**src/rtl/reg_scoreboard.sv**
```systemverilog
// Register-file scoreboard: tracks in-flight destination writes and stalls issue on RAW/WAW/full.
// Optional macro REG_SCOREBOARD_WB_BYPASS_EN lets a same-cycle writeback clear hazards combinationally.
module reg_scoreboard #(
  parameter int NREGS   = 32,
  parameter int AW      = 5,
  parameter int MAX_OUT = 8,
  parameter int CW      = 4
) (
  input  logic             clk,
  input  logic             rst_n,
  input  logic             flush,
  input  logic             iss_valid,
  input  logic [AW-1:0]    iss_rs1,
  input  logic [AW-1:0]    iss_rs2,
  input  logic             iss_use_rs1,
  input  logic             iss_use_rs2,
  input  logic [AW-1:0]    iss_rd,
  input  logic             iss_rd_wr,
  output logic             iss_ready,
  input  logic             wb_valid,
  input  logic [AW-1:0]    wb_rd,
  output logic [NREGS-1:0] pending,
  output logic [CW-1:0]    outstanding,
  output logic             idle,
  output logic             wb_spurious,
  output logic [31:0]      stall_cycles
);

  logic [NREGS-1:0] r_pending;
  logic [CW-1:0]    r_outstanding;
  logic             r_wb_spurious;
  logic [31:0]      r_stall_cycles;

  logic             w_wb_hit;
  logic             w_rd_live;
  logic [NREGS-1:0] w_pend_view;
  logic [CW-1:0]    w_occupancy;
  logic             w_raw;
  logic             w_waw;
  logic             w_full;
  logic             w_clr;
  logic             w_set;
  logic             w_stall;
  logic [NREGS-1:0] w_pending_nxt;
  logic [CW-1:0]    w_outstanding_nxt;

  assign w_wb_hit  = wb_valid & (wb_rd != '0);
  assign w_rd_live = iss_rd_wr & (iss_rd != '0);
  assign w_clr     = w_wb_hit & r_pending[wb_rd];

`ifdef REG_SCOREBOARD_WB_BYPASS_EN
  // A register being written back this cycle no longer blocks a reader or writer.
  assign w_pend_view = r_pending & ~(w_wb_hit ? (NREGS'(1) << wb_rd) : '0);
  assign w_occupancy = r_outstanding - CW'(w_clr);
`else
  assign w_pend_view = r_pending;
  assign w_occupancy = r_outstanding;
`endif

  assign w_raw  = (iss_use_rs1 & w_pend_view[iss_rs1]) | (iss_use_rs2 & w_pend_view[iss_rs2]);
  assign w_waw  = w_rd_live & w_pend_view[iss_rd];
  assign w_full = w_rd_live & (w_occupancy == CW'(MAX_OUT));

  assign iss_ready = ~flush & ~w_raw & ~w_waw & ~w_full;
  assign w_set     = iss_valid & iss_ready & w_rd_live;
  assign w_stall   = iss_valid & ~iss_ready;

  // NOTE: every always_comb output gets a default first so no path can infer a latch.
  always_comb begin
    w_pending_nxt = r_pending;
    if (w_clr) w_pending_nxt[wb_rd] = 1'b0;
    // The set is applied after the clear so a same-register clear+set leaves the bit set.
    if (w_set) w_pending_nxt[iss_rd] = 1'b1;
    w_pending_nxt[0] = 1'b0;
    w_outstanding_nxt = r_outstanding + CW'(w_set) - CW'(w_clr);
  end

  // NOTE: sequential state uses non-blocking assignments only, so all flops update together.
  always_ff @(posedge clk or negedge rst_n) begin
    if (!rst_n) begin
      r_pending      <= '0;
      r_outstanding  <= '0;
      r_wb_spurious  <= 1'b0;
      r_stall_cycles <= '0;
    end else begin
      if (flush) begin
        r_pending     <= '0;
        r_outstanding <= '0;
      end else begin
        r_pending     <= w_pending_nxt;
        r_outstanding <= w_outstanding_nxt;
      end
      r_wb_spurious <= w_wb_hit & ~r_pending[wb_rd];
      if (w_stall && (r_stall_cycles != '1)) r_stall_cycles <= r_stall_cycles + 32'd1;
    end
  end

  assign pending      = r_pending;
  assign outstanding  = r_outstanding;
  assign idle         = (r_outstanding == '0);
  assign wb_spurious  = r_wb_spurious;
  assign stall_cycles = r_stall_cycles;

endmodule
```
**config.mk**
```make
export PLATFORM = sky130hd
export DESIGN_NAME = reg_scoreboard
export DESIGN_NICKNAME = d
export VERILOG_FILES = /design/src/rtl/reg_scoreboard.sv
export SDC_FILE = /design/constraint.sdc
export NUM_CORES = 1
export LEC_CHECK = 0
export BUFFER_PORTS_ARGS = -buffer_cell sky130_fd_sc_hd__buf_4
export CAP_MARGIN = 20
export CORE_ASPECT_RATIO = 0.8
export CORE_UTILIZATION = 59
export CTS_CLUSTER_DIAMETER = 80
export CTS_CLUSTER_SIZE = 10
export DETAILED_ROUTE_END_ITERATION = 16
export PLACE_DENSITY = 0.84
export REMOVE_ABC_BUFFERS = 1
export SLEW_MARGIN = 20
export SYNTH_ARGS = -nofsm -noshare
export SYNTH_HDL_FRONTEND = slang
export SYNTH_SLANG_ARGS = --single-unit
```
**constraint.sdc**
```tcl
create_clock -name clk -period 9.62 [get_ports clk]
set_clock_uncertainty 0.2 [all_clocks]
set_input_delay 0.962 -clock clk [delete_from_list [all_inputs] [get_ports clk]]
set_output_delay 0.962 -clock clk [all_outputs]
set_load 0.01 [all_outputs]
```
==> results.toml, run 1 <==
[power_and_ir_drop]
power.leakage_nw = 2.57
power-per-cell-area_nw_per_um2 = 127
netSwitchingFraction_pct = 28.0
fin_total_pwr_mw = 0.707
power.share.sequential_pct = 45.4
power.net_switching_mw = 0.198
ir_drop_mv = 0.175
comb_power_share_pct = 17.8
internal_power_mw = 0.509
power.share.clock_pct = 36.8

[finish]
nFillCells = 556
mostFrequentLayoutCell = "buf_4"
drive_gt1_share_pct = 26.9
multiInputGateArea_um2 = 2750
layout_common_cells = "99 x buf_4, 68 x dfrtp_1, 55 x o21ai_0"
flow.area_growth_from_synthesis_pct = 21.2
final_core_util_pct = 74.5
finish.cell_count_without_fillers = 658
finish.net_count = 584
antenna_cells = 0
seqCellArea_um2 = 1700

[min_path]
timing.hold.worst.class = "reg2reg"
hold_start = "stall_cycles[11]"

[worst_setup_path]
criticalPathCategory = "in2out"
timing.critical_path.fanout_max = 37
timing.critical_path.max_delay_family = "compound AO/OA/AOI/OAI gates"
timing.critical_path.arrival_ps = 3150
reg2reg_depth = 13
path_cells = "buf_4 -> mux2_1 -> a221o_1 -> a21oi_1 -> o2111ai_1 -> a2111oi_4 -> buf_4 -> buf_4"
crit_path_frequent_cell = "buf_4"
slowest_delay_ps = 400
critical_path_cell_count = 8
critPathCaptureType = "primary output"
rr_startpoint = "pending[11]"
start_kind = "primary input"
crit_path_end = "iss_ready"
setup.reg_to_reg.worst_slack_ps = 5730
cp_data_required_time_ps = 8460
crit_path_start = "iss_rd[1]"
worstPathBufferInverterCount = 3
worst_path_cell_with_the_longest_stage_delay = "buf_4"
crit-reg2reg-capture = "outstanding[2]"

[floorplanning]
placement_rows = 28
io_pins = 99
die_h_um = 80.9
core_region_area_um2 = 7460
die_area_um2 = 8140
initial_utilization_pct = 61.5
dieWidth_um = 101

[global_route]
globalRouteOverflowTotal = 0
grt_start_max_net_pins = 69
number_of_antenna_violations_at_the_first_check_in_global_routing = 0
global_route.usage.total_pct = 35.3
grt_pass1_vias = 3992
grt_pass1_wl_mm = 21.2

[logic_synthesis]
synth-seq-cells = 68
syn_area_um2 = 4590
synth_enable_flop_cells = 0
synth_top_area_cell = "dfrtp_1"
synth_top_flop_cell = "dfrtp_1"
synth_seq_area_share_pct = 37.1
yosys_warnings = 0
synth_area_per_cell_um2 = 9.81
yosysUniqueCellTypes = 52
post_synth_main_area_contributors = "dfrtp_1 37%, mux4_2 12%, nor2b_1 6.3%"
netlist.area_leader.share_pct = 37.1
async_reset_ff_share_pct = 100
postSynthCellCount = 468

[routing]
route.detailed.drc = 0
final_antenna_net_count = 0
first_pass_iters = 6
vias = 4350
average_routed_wire_per_standard_cell_um = 20.8
drt-vias-per-instance = 6.61
drt-initial-drc-count = 499
routed_wirelength_mm = 13.7

[placed_design]
gp_routability_congestion = 0.996
hpwl_mm = 9.74
place.detailed.instances = 642
place_ws_ps = 5040
numPortBuffers = 97

[clocking]
clock_insertion_delay_worst_skew_ps = 350
clock_tree_sinks = 68
htree_num_levels = 3
tritoncts.num_buffers = 9
post_cts_resize_count = 0
postCtsHoldBufs = 0
clockBufferDepth = 2
ctsRootBufferMaster = "clkbuf_8"
cts.repair_timing.setup_buffer_count = 0
tritoncts = "done"
clk_transition_reported_paths_ps = 70

[timing]
finalSetupTns_ps = 0
max_freq_mhz = 232
max-slew-margin-rel_pct = 41.9
timing.final.ws_setup_ps = 5300
setup_violations = 0
grt_setup_unrepaired = "false"
hold_viol = 0
timing.final.crit_period_ps = 4320
finalCritPeriodShare_pct = 44.9
max_slew.worst_pin.slew_ps = 863
report.final.slew_viol_count = 0

[run]
cap_viol_max_count = 0

[status]
run_status = "completed"
## stage by stage
step                      hold slack (ps)  cell area [µm²]
after floorplan                       315             4470
after global placement                273             5350
after detailed placement              283             5350
after CTS                             298             5560
after global routing                  316             5560
final                                 293             5560
## sequential cells by signal, indices dropped and copies added (netlist names)
signal and count:
wb_spurious 1, stall_cycles 32, outstanding 4, pending 31
## final cells by class
| class | instances | area share (%) |
|---|---|---|
| Sequential cell | 68 | 30.6 |
| Inverter | 5 | 0.337 |
| Clock buffer | 12 | 2.61 |
| Multi-Input combinational cell | 365 | 49.4 |
| Clock inverter | 4 | 1.30 |
| Tap cell | 105 | 2.36 |
| Timing Repair Buffer | 99 | 13.4 |
## cell usage after synthesis (4+ instances only)
cell / instances
nor2_1: 14
o21ai_1: 7
nor4_1: 4
nor2b_1: 46
mux2_2: 5
mux4_2: 24
nand2_1: 27
nor3_1: 27
mux2i_1: 12
nand3_1: 25
and4_1: 7
buf_2: 5
clkbuf_1: 22
nand4_1: 9
ha_1: 7
inv_1: 5
and2_1: 4
o21ai_0: 56
xor2_1: 31
nor3b_1: 4
a21oi_1: 6
dfrtp_1: 68
nand3b_1: 11
and3_1: 4
## power by group through the flow
stage          Combinational, mW  Clock [mW]  Sequential (mW)
2_1_floorplan             0.0510           0            0.329
3_3_place_gp               0.121           0            0.324
3_5_place_dp               0.125           0            0.326
4_1_cts                    0.125       0.262            0.320
5_1_grt                    0.136       0.278            0.323
6_report                   0.126       0.260            0.321
## worst register-to-register path, cell delays in order (launching register included)
cell and delay, ps:
dfrtp_1 470, mux4_2 490, mux2_2 270, nand2_1 70, o2111ai_1 160, a2111oi_4 370
buf_4 400, nand3_1 140, ha_1 320, inv_1 40, ha_1 200, fa_1 400
xnor2_1 170, nor2_1 60
## per-layer routing
layer	wire length, µm	up-vias	global-route usage [%]
met2	6180	305	52.9
met3	1600	47	13.5
met4	312	0	9.71
met5	0	-	0
li1	-	1880	-
met1	5590	2118	48.3
## cells by family after synthesis
kind of cell,count (synthesis),synth area share (%)
simple gates,196,24.5
xor+xnor,33,6.30
mux,42,15.9
other cells,1,0.0817
flops,68,37.1
compound gates,85,10.8
buf+inv,35,3.08
fa+ha+maj,8,2.34
## worst min path at each step
stage,endpoint,slack [ps],cells past startpoint
2_1_floorplan,stall_cycles[11],320,1
3_3_place_gp,stall_cycles[27],270,1
3_5_place_dp,stall_cycles[11],280,1
4_1_cts,stall_cycles[11],300,1
5_1_grt,stall_cycles[18],320,1
6_report,stall_cycles[11],290,1
No activity file was read; power rests on OpenSTA's default activity.
==> run 2: changes to the inputs <==
CORE_UTILIZATION = 50   (was 59)
PLACE_DENSITY = 0.75   (was 0.84)
clock period = 3.85 ns   (was 9.62 ns; I/O delays follow)
==> results.toml, run 2 (synthesis gave the netlist of run 1 again) <==
[status]
run_status = "completed"

[global_route]
global_route.usage.total_pct = 31.2
number_of_antenna_violations_at_the_first_check_in_global_routing = 0
grt_pass1_wl_mm = 22.0
grt_start_max_net_pins = 69
top_usage_layer = "met2"
globalRouteOverflowTotal = 0
gr-usage-met3_pct = 8.18
grt_pass1_vias = 4069
global_route_met1_usage_pct = 44.9
met2_usage_pct = 45.3

[finish]
finish.net_count = 591
drive_gt1_share_pct = 27.7
finish.cell_count_without_fillers = 672
mostFrequentLayoutCell = "buf_4"
largest_register_ffs = 32
antenna_cells = 0
final_core_util_pct = 65.5
flow.area_growth_from_synthesis_pct = 24.3
layout_common_cells = "105 x buf_4, 68 x dfrtp_1, 55 x o21ai_0"
nFillCells = 742

[timing]
finalCritPeriodShare_pct = 89.6
max_freq_mhz = 290
grt_setup_unrepaired = "false"
report.final.slew_viol_count = 0
timing.final.crit_period_ps = 3450
setup_violations = 0
max_slew.worst_pin.slew_ps = 876
max-slew-margin-rel_pct = 41.4
finalHoldWorstSlack_ps = 98.2
hold_viol = 0

[clocking]
ctsRootBufferMaster = "clkbuf_16"
clock_tree_sinks = 68
clockBufferDepth = 2
htree_num_levels = 3
post_cts_resize_count = 0
tritoncts = "done"
clk_transition_reported_paths_ps = 60
clock_insertion_delay_worst_skew_ps = 340
tritoncts.num_buffers = 9

[worst_setup_path]
setup.reg_to_reg.worst_slack_ps = 400
start_kind = "register"
criticalPathCategory = "reg2reg"
worst_path_cell_with_the_longest_stage_delay = "mux4_2"
timing.critical_path.arrival_ps = 3450
critPathCaptureType = "register"
cp_data_required_time_ps = 3860
timing.critical_path.fanout_max = 6
crit_path_frequent_cell = "ha_1"
slowest_delay_ps = 480
path_cells = "mux4_2 -> mux2_2 -> nand2_1 -> o2111ai_1 -> a2111oi_4 -> nand3_1 -> ha_1 -> inv_1 -> ha_1 -> fa_1 -> xnor2_1 -> nor2_1"

[routing]
drt-vias-per-instance = 6.33
first_pass_iters = 5
routed_wirelength_mm = 14.1
vias = 4256
final_antenna_net_count = 0
route.detailed.drc = 0
drt-initial-drc-count = 376
average_routed_wire_per_standard_cell_um = 21.0

[floorplanning]
die_h_um = 87.7
core_region_area_um2 = 8710
placement_rows = 30
io_pins = 99
initial_utilization_pct = 52.7
die_area_um2 = 9570
dieWidth_um = 109

[placed_design]
place.detailed.instances = 655
hpwl_mm = 9.96
gp_routability_congestion = 1.05
numPortBuffers = 97

[run]
cap_viol_max_count = 0

[power_and_ir_drop]
power-per-cell-area_nw_per_um2 = 340
ir_drop_mv = 0.334
fin_total_pwr_mw = 1.94
power.leakage_nw = 2.64

[min_path]
timing.hold.worst.class = "in2reg"
==> run 2: report_power, final <==
part | internal, mW | switching (mW) | total [mW]
Sequential | 0.752 | 0.0503 | 0.802
Clock | 0.518 | 0.309 | 0.827
Combinational | 0.141 | 0.172 | 0.313
Total | 1.41 | 0.531 | 1.94
==> run 2: cell type report <==
| class | count | area (µm²) | area share [%] |
|---|---|---|---|
| flip-flops and latches | 68 | 1700 | 29.8 |
| well taps | 112 | 140 | 2.46 |
| inverters | 5 | 18.8 | 0.329 |
| clock buffers | 12 | 246 | 4.32 |
| multi-input cells | 365 | 2750 | 48.2 |
| repair buffers | 106 | 798 | 14.0 |
| clock inverters | 4 | 48.8 | 0.855 |
==> run 2: per-stage QoR <==
| step | instance area [µm²] | setup TNS [ps] | setup slack (ps) |
|---|---|---|---|
| after detailed placement | 5400 | 0 | 235 |
| after global placement | 5400 | 0 | 293 |
| after floorplan | 4470 | -1080 | -386 |
| after CTS | 5700 | 0 | 399 |
| after global routing | 5700 | 0 | 204 |
| final | 5700 | 0 | 400 |
==> run 2: worst max-delay path, delay by kind of cell (launching register included) <==
family,cells,cell delay [ps]
buffers and inverters,1,40
and+or+nand+nor,3,250
AOI/OAI and AO/OA,2,580
adders and majority gates,3,880
muxes,2,750
xor gates and xnor gates,1,160
DFF,1,460
==> run 2: path summary, 6_finish.rpt <==
check,from,endpoint,depth (start not counted)
setup reg to reg,pending[26],outstanding[2],12
min in group asynchronous,rst_n,stall_cycles[9],2
hold / removal,wb_valid,wb_spurious,3
setup / recovery,pending[26],outstanding[2],12
max in group asynchronous,rst_n,pending[12],2
hold reg to reg,stall_cycles[22],stall_cycles[22],1
==> run 2: repair_timing <==
| action | 4_1_cts | 5_1_grt |
|---|---|---|
| hold endpoints to repair | 10 | 0 |
| hold buffers | 1 | 0 |
| setup buffers | 0 | 0 |
==> run 2: per-layer routing <==
layer	vias up	share of wire [%]
met5	-	0
met4	0	1.8
met3	29	11
met2	236	45
met1	2101	41
li1	1890	-
